## src/rtl/ysyx_25040109_mdu_pkg.sv

```systemverilog
// Shared types and RV32M funct3 encodings for the multi-cycle mul/div sequencer.
package ysyx_25040109_mdu_pkg;

  typedef enum logic [1:0] {
    IDLE = 2'd0,
    CALC = 2'd1,
    DONE = 2'd2
  } state_e;

  localparam logic [2:0] F3_MUL    = 3'b000;
  localparam logic [2:0] F3_MULH   = 3'b001;
  localparam logic [2:0] F3_MULHSU = 3'b010;
  localparam logic [2:0] F3_MULHU  = 3'b011;
  localparam logic [2:0] F3_DIV    = 3'b100;
  localparam logic [2:0] F3_DIVU   = 3'b101;
  localparam logic [2:0] F3_REM    = 3'b110;
  localparam logic [2:0] F3_REMU   = 3'b111;

  function automatic logic is_div(input logic [2:0] funct3);
    return funct3[2];
  endfunction

endpackage

```

## src/rtl/ysyx_25040109_mdu_div_step.sv

```systemverilog
// One combinational restoring-division iteration on unsigned magnitudes.
module ysyx_25040109_mdu_div_step #(
  parameter int XLEN = 32
) (
  input  logic [XLEN-1:0] rem_i,
  input  logic [XLEN-1:0] quo_i,
  input  logic [XLEN-1:0] divisor_i,
  output logic [XLEN-1:0] rem_o,
  output logic [XLEN-1:0] quo_o
);

  logic [XLEN:0] shifted;
  logic [XLEN:0] diff;

  // Extra top bit: the shifted partial remainder can reach 2*divisor-1.
  assign shifted = {rem_i, quo_i[XLEN-1]};
  assign diff    = shifted - {1'b0, divisor_i};
  assign rem_o   = diff[XLEN] ? shifted[XLEN-1:0] : diff[XLEN-1:0];
  assign quo_o   = {quo_i[XLEN-2:0], ~diff[XLEN]};

endmodule

```

## src/rtl/ysyx_25040109_mdu_seq.sv

```systemverilog
// Iterative RV32M mul/div sequencer with valid/ready on both sides.
// Define YSYX_25040109_MDU_FAST_MUL_EN for single-edge combinational multiplies.
module ysyx_25040109_mdu_seq
  import ysyx_25040109_mdu_pkg::*;
#(
  parameter int XLEN  = 32,
  parameter int STEPS = 1
) (
  input  logic            clk,
  input  logic            rst_n,
  input  logic            flush,
  input  logic            in_valid,
  output logic            in_ready,
  input  logic [2:0]      in_funct3,
  input  logic [XLEN-1:0] in_a,
  input  logic [XLEN-1:0] in_b,
  input  logic [4:0]      in_rd,
  output logic            out_valid,
  input  logic            out_ready,
  output logic [XLEN-1:0] out_result,
  output logic [4:0]      out_rd,
  output logic            busy
);

  localparam int ITERS = XLEN / STEPS;
  localparam int CNT_W = (ITERS > 1) ? $clog2(ITERS) : 1;
  localparam logic [CNT_W-1:0] CNT_LAST = CNT_W'(ITERS - 1);

  state_e          state_q, state_d;
  logic [CNT_W-1:0] cnt_q;
  logic [2:0]      op_q;
  logic            neg_q;
  logic [XLEN-1:0] mag_b_q, hi_q, lo_q, result_q;
  logic [4:0]      rd_q;

  logic            accept, a_signed, b_signed, neg_a, neg_b, neg_res;
  logic            b_zero, ovf, special, fast_op;
  logic [XLEN-1:0] mag_a, mag_b, special_val;

  // Divide: hi=remainder, lo=quotient. Multiply: {hi,lo}=product.
  function automatic logic [XLEN-1:0] fix_result(input logic [2:0] f, input logic neg,
                                                 input logic [XLEN-1:0] hi,
                                                 input logic [XLEN-1:0] lo);
    logic [2*XLEN-1:0] prod;
    logic [XLEN-1:0]   val;
    if (is_div(f)) begin
      val        = f[1] ? hi : lo;
      fix_result = neg ? -val : val;
    end else begin
      prod       = neg ? -{hi, lo} : {hi, lo};
      fix_result = (f == F3_MUL) ? prod[XLEN-1:0] : prod[2*XLEN-1:XLEN];
    end
  endfunction

  assign accept   = in_valid & in_ready;
  assign a_signed = (in_funct3 == F3_MUL) | (in_funct3 == F3_MULH) | (in_funct3 == F3_MULHSU) |
                    (in_funct3 == F3_DIV) | (in_funct3 == F3_REM);
  assign b_signed = (in_funct3 == F3_MUL) | (in_funct3 == F3_MULH) |
                    (in_funct3 == F3_DIV) | (in_funct3 == F3_REM);
  assign neg_a    = a_signed & in_a[XLEN-1];
  assign neg_b    = b_signed & in_b[XLEN-1];
  assign mag_a    = neg_a ? -in_a : in_a;
  assign mag_b    = neg_b ? -in_b : in_b;
  // Remainder takes the dividend's sign; quotient and product take the xor.
  assign neg_res  = (is_div(in_funct3) && in_funct3[1]) ? neg_a : (neg_a ^ neg_b);

  assign b_zero      = (in_b == '0);
  assign ovf         = (in_a == {1'b1, {(XLEN-1){1'b0}}}) & (in_b == '1) &
                       ((in_funct3 == F3_DIV) | (in_funct3 == F3_REM));
  assign special     = is_div(in_funct3) & (b_zero | ovf);
  assign special_val = b_zero ? (in_funct3[1] ? in_a : '1) : (in_funct3[1] ? '0 : in_a);

`ifdef YSYX_25040109_MDU_FAST_MUL_EN
  logic [2*XLEN-1:0] fast_prod;
  assign fast_op   = ~is_div(in_funct3);
  assign fast_prod = {{XLEN{1'b0}}, mag_a} * {{XLEN{1'b0}}, mag_b};
`else
  assign fast_op = 1'b0;
`endif

  logic [XLEN-1:0] hi_c [STEPS+1];
  logic [XLEN-1:0] lo_c [STEPS+1];

  assign hi_c[0] = hi_q;
  assign lo_c[0] = lo_q;

  for (genvar gi = 0; gi < STEPS; gi++) begin : g_step
    logic [XLEN-1:0] div_rem, div_quo;

    ysyx_25040109_mdu_div_step #(.XLEN(XLEN)) u_div_step (
      .rem_i     (hi_c[gi]),
      .quo_i     (lo_c[gi]),
      .divisor_i (mag_b_q),
      .rem_o     (div_rem),
      .quo_o     (div_quo)
    );

`ifdef YSYX_25040109_MDU_FAST_MUL_EN
    assign hi_c[gi+1] = div_rem;
    assign lo_c[gi+1] = div_quo;
`else
    // Shift-add: lo holds the unconsumed multiplier bits and fills with product bits.
    logic [XLEN:0] sum;
    assign sum        = {1'b0, hi_c[gi]} + (lo_c[gi][0] ? {1'b0, mag_b_q} : '0);
    assign hi_c[gi+1] = is_div(op_q) ? div_rem : sum[XLEN:1];
    assign lo_c[gi+1] = is_div(op_q) ? div_quo : {sum[0], lo_c[gi][XLEN-1:1]};
`endif
  end

  always_ff @(posedge clk or negedge rst_n) begin
    if (!rst_n) begin
      state_q <= IDLE;
    end else begin
      state_q <= state_d;
    end
  end

  always_comb begin
    state_d = state_q;
    case (state_q)
      IDLE:    if (accept) state_d = (special | fast_op) ? DONE : CALC;
      CALC:    if (cnt_q == CNT_LAST) state_d = DONE;
      DONE:    if (out_ready) state_d = IDLE;
      default: state_d = IDLE;
    endcase
    if (flush) state_d = IDLE;
  end

  always_comb begin
    in_ready  = 1'b0;
    out_valid = 1'b0;
    busy      = 1'b1;
    case (state_q)
      IDLE: begin
        in_ready = ~flush;
        busy     = 1'b0;
      end
      DONE:    out_valid = 1'b1;
      default: ;
    endcase
  end

  always_ff @(posedge clk or negedge rst_n) begin
    if (!rst_n) begin
      cnt_q    <= '0;
      op_q     <= '0;
      neg_q    <= 1'b0;
      mag_b_q  <= '0;
      hi_q     <= '0;
      lo_q     <= '0;
      result_q <= '0;
      rd_q     <= '0;
    end else if (flush) begin
      cnt_q <= '0;
    end else if (accept) begin
      op_q    <= in_funct3;
      rd_q    <= in_rd;
      neg_q   <= neg_res;
      mag_b_q <= mag_b;
      hi_q    <= '0;
      lo_q    <= mag_a;
      cnt_q   <= '0;
      if (special) begin
        result_q <= special_val;
`ifdef YSYX_25040109_MDU_FAST_MUL_EN
      end else if (fast_op) begin
        result_q <= fix_result(in_funct3, neg_res, fast_prod[2*XLEN-1:XLEN], fast_prod[XLEN-1:0]);
`endif
      end
    end else if (state_q == CALC) begin
      hi_q  <= hi_c[STEPS];
      lo_q  <= lo_c[STEPS];
      cnt_q <= cnt_q + 1'b1;
      if (cnt_q == CNT_LAST) begin
        result_q <= fix_result(op_q, neg_q, hi_c[STEPS], lo_c[STEPS]);
      end
    end
  end

  assign out_result = result_q;
  assign out_rd     = rd_q;

endmodule

```

## config.mk

```make
export PLATFORM = sky130hd
export DESIGN_NAME = ysyx_25040109_mdu_seq
export DESIGN_NICKNAME = d
export VERILOG_FILES = /design/src/rtl/ysyx_25040109_mdu_pkg.sv /design/src/rtl/ysyx_25040109_mdu_div_step.sv /design/src/rtl/ysyx_25040109_mdu_seq.sv
export SDC_FILE = /design/constraint.sdc
export NUM_CORES = 1
export LEC_CHECK = 0
export ABC_CLOCK_PERIOD_IN_PS = 5500
export CAP_MARGIN = 20
export CORE_UTILIZATION = 30
export DETAILED_ROUTE_END_ITERATION = 10
export GPL_ROUTABILITY_DRIVEN = 0
export SYNTH_ARGS = -nofsm -noshare
export SYNTH_HDL_FRONTEND = slang
export SYNTH_SLANG_ARGS = --single-unit
```

## constraint.sdc

```tcl
create_clock -name clk -period 5.5 [get_ports clk]
set_input_delay 1.1 -clock clk [delete_from_list [all_inputs] [get_ports clk]]
set_output_delay 1.1 -clock clk [all_outputs]
set_load 0.005 [all_outputs]
```

==> results_dict.tcl <==
set metrics [dict create \
    status "finished clean" \
    hold_path_class "register to register" \
    areaGrowthSynthToFinish_pct 19.5 \
    crit_path_end_kind "register" \
    hpwlAfterDp_um 56400 \
    synth_area_per_cell_sq_um 7.18 \
    synth-xor-area-share_pct 7.16 \
    synth_top_family_by_area "compound AO/OA/AOI/OAI gates" \
    nets 2717 \
    drt_first_iter_violations 2479 \
    fillers 5986 \
    portBuffers 116 \
    grtUsageTotal_pct 24.6 \
    htreeDepth 4 \
    regArea_sq_um 3610 \
    grt_pass1_wl_um 113000 \
    cap_violations 0 \
    max_freq_ghz 0.186 \
    multiInputGateArea_sq_um 13300 \
    dpl.cell_count 3309 \
    cts_buffer_depth 2 \
    worst_pin_slew_ns 1.01 \
    fin_skew_ns 0.0195 \
    period_minus_slack_ns 5.38 \
    ff2ff_setup_slack_ns 0.12 \
    startpoint_type "register" \
    gr-total-overflow 0 \
    die-area_sq_um 59700 \
    hold_viol_final 0 \
    cts_buffers 17 \
    wl_per_cell_um 22.1 \
    synth_cells 2452 \
    reg2reg_depth 25 \
    insertion_delay_ns 0.52 \
    min_to "out_result[0]" \
    synth-compound-area-share_pct 32.3 \
    synth.net_count 2602 \
    fin_cells 3346 \
    r2r-end "out_result[20]" \
    first_pass_iters 7 \
    clk_pin_slew_worst_paths_ns 0.07 \
    synth.area.mux_share_pct 4.85 \
    clock-sinks 144 \
    yosysSeqAreaShare_pct 20.5 \
    synthSimpleGateAreaFrac_pct 24.5 \
    async_flop_share_pct 100 \
    via_per_inst 5.96 \
    cp.arrival_ns 5.75 \
    synth_cell_types 110 \
    drtAntennaViolNets 0 \
    grt_pass1_vias 19300 \
    grt_start_max_net_pins 97 \
    die_h_um 244 \
    cp_max_fo 4 \
    cts_root_buf "clkbuf_16" \
    ir_drop_v 0.000366 \
    yosys.area_share.adder_pct 5.27 \
    synthesis.area_sq_um 17600 \
    slew_violations 0 \
    antenna_found_initial 0 \
    cts_hold_buf 0 \
    vias 20000 \
    min_from "out_result[0]" \
    cts_tree "yes" \
    synth_edf_count 0 \
    initial_core_util_pct 30.5 \
    powerDensity_nw_per_um2 644 \
    power.leakage_nw 8.41 \
    core_sq_um 57800 \
    crit_required_ns 5.87 \
    rows 88 \
    fin_crit_sh_pct 97.9 \
    route.detailed.drc 0 \
    die_w_um 244 \
    yosysWarnings 0 \
    r2r-start "lo_q[31]" \
    setup_violations 0 \
    io_pins 117 \
    ys_ff_latch 144 \
    totalWireLength_um 73900 \
    min_delay_path_depth 2 \
    crit_type "register to register" \
    slew_headroom_pct 32.7 \
    synth_ff_type "dfrtp_1" \
    drive_above_1_share_pct 11.4 \
    power_mw 13.6 \
    fin_setup_tns_ns 0 \
]
cell usage after synthesis (7+ instances only):
| library cell | instances | area share (%) |
|---|---|---|
| a22oi_1 | 14 | 0.60 |
| xnor2_1 | 82 | 4.1 |
| o41ai_1 | 14 | 0.70 |
| ha_1 | 71 | 5.0 |
| clkbuf_1 | 112 | 2.4 |
| nor2b_1 | 15 | 0.53 |
| nand3_1 | 40 | 1.1 |
| a211oi_1 | 31 | 1.3 |
| dfrtp_1 | 144 | 20 |
| a221oi_1 | 13 | 0.65 |
| buf_2 | 15 | 0.43 |
| or2_2 | 14 | 0.50 |
| o21ai_0 | 254 | 7.2 |
| a211o_1 | 9 | 0.45 |
| nand2b_1 | 18 | 0.64 |
| mux2_2 | 24 | 1.5 |
| o21a_1 | 16 | 0.68 |
| a2111oi_0 | 14 | 0.70 |
| and3_1 | 15 | 0.53 |
| nand2_1 | 339 | 7.2 |
| nor3b_1 | 7 | 0.30 |
| a21oi_1 | 202 | 5.7 |
| a31oi_1 | 30 | 1.1 |
| o2111ai_1 | 8 | 0.40 |
| o211ai_1 | 20 | 0.85 |
| o21ai_1 | 13 | 0.37 |
| a21boi_0 | 10 | 0.43 |
| and2_1 | 48 | 1.7 |
| a22o_1 | 24 | 1.2 |
| nor4_1 | 21 | 0.75 |
| o31ai_1 | 42 | 1.8 |
| nand4_1 | 27 | 0.96 |
| or3_1 | 25 | 0.89 |
| xor2_1 | 62 | 3.1 |
| nor2_1 | 218 | 4.6 |
| nor3_1 | 79 | 2.2 |
| buf_1 | 15 | 0.32 |
| mux2i_1 | 57 | 3.2 |
| o221ai_1 | 12 | 0.60 |
| and4_1 | 8 | 0.40 |
| inv_1 | 72 | 1.5 |
| o21bai_1 | 10 | 0.43 |
| o22ai_1 | 11 | 0.39 |
| a21o_1 | 30 | 1.3 |
| or4_1 | 8 | 0.34 |
per-stage QoR:
| stage | utilization (%) | cell area, sq um | hold WS [ns] | setup WS (ns) |
|---|---|---|---|---|
| floorplan | - | 17600 | 0.460 | -0.0372 |
| global placement | 34.8 | 20100 | 0.461 | -0.128 |
| detailed placement | 34.8 | 20100 | 0.470 | -0.267 |
| CTS | 36.0 | 20800 | 0.486 | -0.00697 |
| global route | 36.4 | 21000 | 0.516 | -0.0645 |
| finish | 36.4 | 21100 | 0.480 | 0.117 |
repair_timing:
item / 4_1_cts / 5_1_grt
endpoints found under the setup margin: 8 / 15
buffers inserted: 0 / 4
resized for setup: 6 / 41
pin swaps: 1 / 18
worst max-delay path: stages, from the launching register on:
cell       delay [ns]
dfrtp_1          0.39
inv_2            0.07
ha_2             0.17
inv_1            0.05
fa_2             0.38
a211oi_2         0.30
o211ai_2         0.16
and3_4           0.22
o21ai_4          0.17
a2111oi_4        0.09
buf_6            0.16
a21oi_4          0.14
ha_4             0.16
o21ai_2          0.06
or3_4            0.39
or3_4            0.33
or2_1            0.25
nand2b_4         0.15
or4b_4           0.50
o21bai_4         0.20
nor3_2           0.22
buf_4            0.16
a31oi_1          0.09
xor2_1           0.17
o21ai_0          0.16
a21oi_1          0.09
logic make-up (layout without fill, tap and decap cells):
kind of cell,count (synthesis),in the layout
adders and majority gates,73,73
buffers and inverters,229,357
xor gates and xnor gates,144,144
and+or+nand+nor,912,912
muxes,82,82
DFF,144,144
AOI/OAI and AO/OA,868,868
other,0,1
registers in the layout, indices dropped and copies added, names as in the netlist:
name and flops:
op_q 3, lo_q 32, out_rd 5, neg_q 1
mag_b_q 32, state_q 2, hi_q 32, cnt_q 5
out_result 32
placed cells by master (no fill, tap or decap), drive strengths merged, types with 23 or more instances in the layout:
cell | Yosys | layout
nor2 | 218 | 218
a21o | 30 | 30
xor2 | 62 | 62
nand4 | 28 | 28
dfrtp | 144 | 144
a22o | 24 | 24
a211oi | 35 | 35
buf | 42 | 137
xnor2 | 82 | 82
nor4 | 24 | 24
nand2 | 340 | 340
ha | 71 | 71
and2 | 49 | 49
or3 | 25 | 25
a31oi | 30 | 30
clkbuf | 114 | 23
nand3 | 41 | 41
mux2i | 58 | 58
mux2 | 24 | 24
clkdlybuf4s50 | 0 | 115
nor3 | 80 | 80
a21oi | 207 | 207
o31ai | 42 | 42
inv | 72 | 72
o21ai | 270 | 270
cell type report:
class / count / share of cell area, %
clock inverter: 9 / 0.850
sequential: 144 / 17.1
tap: 765 / 4.55
timing repair buffer: 252 / 10.5
clock buffer: 23 / 2.32
inverter: 73 / 1.30
antenna: 1 / 0.0119
multi-input combinational: 2079 / 63.3
routing by layer:
metal | share of wire (%) | global-route usage (%) | wire [um] | up-vias
li1 | - | - | - | 9252
met1 | 39 | 29.4 | 28900 | 9425
met2 | 46 | 39.9 | 34200 | 1006
met3 | 7.5 | 4.46 | 5510 | 272
met4 | 7.3 | 17.3 | 5370 | 0
met5 | 0 | 0 | 0 | -
where the power goes:
| part | internal [mW] | total [mW] | switching (mW) |
|---|---|---|---|
| Clock | 0.851 | 1.40 | 0.544 |
| Sequential | 1.44 | 2.01 | 0.572 |
| Combinational | 3.86 | 10.2 | 6.29 |
| Total | 6.15 | 13.6 | 7.41 |
worst max path at each step:
stage	end	from	slack, ns	depth (start not counted)
after global placement	out_result[10]	lo_q[31]	-0.13	24
after CTS	out_result[28]	lo_q[31]	-0.007	24
after floorplan	out_result[16]	lo_q[31]	-0.04	24
after detailed placement	out_result[10]	hi_q[28]	-0.27	22
after global routing	out_result[12]	lo_q[31]	-0.06	24
final	out_result[20]	lo_q[31]	0.12	25
Note: power is estimated with default switching activity, not from simulation.
